<file path="src/rtl/count_seq_checker_sync2.sv">
// Two-flop synchronizer for the pin counter value; each bit is captured independently.
module count_seq_checker_sync2 #(
   parameter int WIDTH = 4
) (
   input  logic             clk,
   input  logic             rst,
   input  logic [WIDTH-1:0] d,
   output logic [WIDTH-1:0] q
);

   logic [WIDTH-1:0] meta_reg;
   logic [WIDTH-1:0] sync_reg;

   genvar gi;
   generate
      for (gi = 0; gi < WIDTH; gi++) begin : g_bit
         always_ff @(posedge clk or posedge rst) begin
            if (rst) begin
               meta_reg[gi] <= 1'b0;
               sync_reg[gi] <= 1'b0;
            end else begin
               meta_reg[gi] <= d[gi];
               sync_reg[gi] <= meta_reg[gi];
            end
         end
      end
   endgenerate

   assign q = sync_reg;

endmodule

</file>
<file path="config.mk">
export PLATFORM = sky130hd
export DESIGN_NAME = count_seq_checker_sync2
export DESIGN_NICKNAME = d
export VERILOG_FILES = /design/src/rtl/count_seq_checker_sync2.sv
export SDC_FILE = /design/constraint.sdc
export NUM_CORES = 1
export LEC_CHECK = 0
export ABC_CLOCK_PERIOD_IN_PS = 800
export CORE_AREA = 2 2 39 41
export CTS_BUF_LIST = sky130_fd_sc_hd__clkbuf_16
export DETAILED_ROUTE_END_ITERATION = 10
export DIE_AREA = 0 0 41 43
export PLACE_DENSITY = 0.36
export SYNTH_ARGS = -nofsm -noshare
export SYNTH_HDL_FRONTEND = slang
export SYNTH_SLANG_ARGS = --single-unit
</file>
<file path="constraint.sdc">
create_clock -name clk -period 0.8 [get_ports clk]
set_input_delay 0.24 -clock clk [delete_from_list [all_inputs] [get_ports clk]]
set_output_delay 0.24 -clock clk [all_outputs]
set_load 0.02 [all_outputs]
</file>
### Word level (Yosys, flattened, before mapping)

Cells that the tools add are included.

* output and inout bits: 4
* flip-flop bits (word level): 8
* logic and storage cells: 8
* input bits: 6

### Longest topological paths before layout

* word-level depth: 0
* gate-level depth with buffers: 1
* mapped depth without buffers: 1

### Worst setup path before layout

OpenSTA, ideal clock, no wires.

* path kind: register to output
* start: register sync_reg[0] (netlist: q[0])
* end: output port q[0]
* path slack: 0.144 ns
* data arrival time: 0.416 ns
* cell stages (with the launch flop): 1
* required time: 0.560 ns
* buffers on the path: 0
* cells stage by stage: dfrtp_1

RTL lines
* from (decl): line 12 `logic [WIDTH-1:0] sync_reg;`
* from (signal, indexed assignment): line 23 `sync_reg[gi] <= meta_reg[gi];`
* to (decl): line 8 `output logic [WIDTH-1:0] q`

No word-level cell between the ends.

### Worst setup path after layout

* start: register sync_reg[3] (netlist: q[3])
* end: output port q[3]

No word-level cell between the ends.

==> impl_metrics.json <==
{
  "netlist_instances": 9,
  "worst_path_largest_cell_delay_ns": 0.36,
  "rows": 14,
  "vdd_drop_max_uv": 1190,
  "wl_per_cell_um": 7.46,
  "ys_seq_area_share_pct": 98.2,
  "p_leak_nw": 0.179,
  "hold_viol_final": 0,
  "p_per_area_mw_per_mm2": 3340,
  "finalWorstSetupSlack_ns": -0.161,
  "htree_num_levels": 1,
  "cp_cell_sequence": "buf_6",
  "synth_edf_count": 0,
  "clock_path_buffers": 2,
  "post-route-drc-count": 0,
  "gp_congestion": 0.540,
  "dp_slack_ns": -0.340,
  "outcome": "complete, but fails checks",
  "rsz0062_at_grt": "yes",
  "reg2reg_slack_ns": 0.34,
  "period_share_pct": 120,
  "io_pins": 10,
  "finalWirelength_um": 276,
  "cts_tree": "yes",
  "cpMaxStageDelayCell": "dfrtp_1",
  "ys.flop_type": "dfrtp_1",
  "grt_start_max_net_pins": 9,
  "ys_types": 2,
  "initial_core_util_pct": 14.7,
  "synth_most_common_cell": "dfrtp_1",
  "yosys_register_bits": 8,
  "antenna_cells": 0,
  "postCtsHoldBufs": 0,
  "root_buffer": "clkbuf_16",
  "p_total_mw": 1.32,
  "ys_warn_count": 0,
  "netlist_area_um2": 204,
  "dr.pass1.iters": 2,
  "initialDrtViolationCount": 2,
  "min_period_ns": 0.961,
  "path_clk_slew_ns": 0.03,
  "nets": 29,
  "fin_cells": 37,
  "min_path_type": "in -> async",
  "whs_ns": 0.257,
  "yosysTopAreaCell": "dfrtp_1",
  "area_delta_synth_final_pct": 93.3,
  "synthArstFlopShare_pct": 100,
  "cap_violations": 0,
  "cts.sinks": 8,
  "crit_type": "reg -> out",
  "finalClockSkew_ns": 0.000176,
  "dp_cells": 34,
  "cts-buffers-inserted": 3,
  "worstSkewPairLatency_ns": 0.23,
  "required_ns": 0.56,
  "multi_input_area_um2": 0,
  "track_usage_pct": 5.69,
  "gr-total-overflow": 0,
  "die_w_um": 41,
  "synth_top_area_share_pct": 98.2,
  "synth_area_per_cell_um2": 22.7,
  "crit_path_start_kind": "flop",
  "postCtsSetupRepairBufs": 0,
  "num_vias": 104,
  "synth_commonest_cells": "dfrtp_1 (8), inv_1 (1)",
  "postRouteAntennaNets": 0,
  "crit_fanout": 1,
  "worstPathArrival_ns": 0.72,
  "final_layout_size_suffix_gt1_share_pct": 33.3,
  "endpoint_kind": "output port",
  "slew_viol_final": 0,
  "core_mm2": 0.00138,
  "violations": "negative setup slack",
  "multi_input_cells": 0,
  "antenna_found_initial": 0,
  "detail_route.vias_per_cell": 2.81,
  "relSlewSlack_pct": 81.1,
  "grt_pass1_vias": 131,
  "port_buffers": 9,
  "syn-num-nets": 15,
  "die-area_mm2": 0.00176,
  "die_h_um": 43,
  "setup_violations": 4,
  "worst_pin_slew_ns": 0.283,
  "crit_family": "flip-flops",
  "path_buf_inv": 1,
  "yosys-top-cells-area": "dfrtp_1 (98%), inv_1 (1.8%)",
  "max_freq_mhz": 1040,
  "grt_pass1_wl_um": 510
}
-- where the power goes --
part	internal [mW]	switching (mW)	leakage (nW)
clock	0.642	0.172	0.0370
combinational	0.0404	0.0264	0.0491
sequential	0.428	0.00645	0.0932
-- layout by cell type, fill, tap and decap left out --
cell and count:
dfrtp_1 8, clkdlybuf4s50_1 5, buf_6 4, clkbuf_16 3
inv_1 1
-- through the flow --
stage	TNS, ns	cell area (µm²)	utilization (%)
floorplan	0	204	-
global placement	-1.34	314	22.7
detailed placement	-1.34	314	22.7
CTS	-0.649	394	28.5
global route	-0.710	394	28.5
finish	-0.626	394	28.5
-- worst paths after layout --
path | startpoint | end | cells past startpoint
worst max-delay path | q[3] | q[3] | 1
worst min-delay path | rst | meta_reg[2] | 2
worst max register to register | meta_reg[0] | q[0] | 0
worst min register to register | meta_reg[1] | q[1] | 0
max in group asynchronous | rst | meta_reg[3] | 2
min in group clk | meta_reg[1] | q[1] | 0
-- per-layer routing --
metal  share of wire [%]  GRT usage [%]
met3                  13           3.14
met5                   0              0
met1                  35           4.67
met4                   0           12.0
met2                  52           5.63
-- area by class of cell --
class                   instances  area (µm²)
fillers                       139         990
flip-flops and latches          8         200
repair buffers                  9        95.1
clock buffers                   3        75.1
well taps                      16        20.0
inverters                       1        3.75
-- cells by family after synthesis --
group | after synthesis | share of synthesized area (%)
flip-flops | 8 | 98.2
buffers and inverters | 1 | 1.84
-- repair_timing --
| item | in CTS | in global routing |
|---|---|---|
| resized for setup | 24 | 0 |
| cloned | 0 | 0 |
| setup endpoints to repair | 4 | 4 |
| pin swaps | 0 | 0 |
No activity file was read; power rests on OpenSTA's default activity.
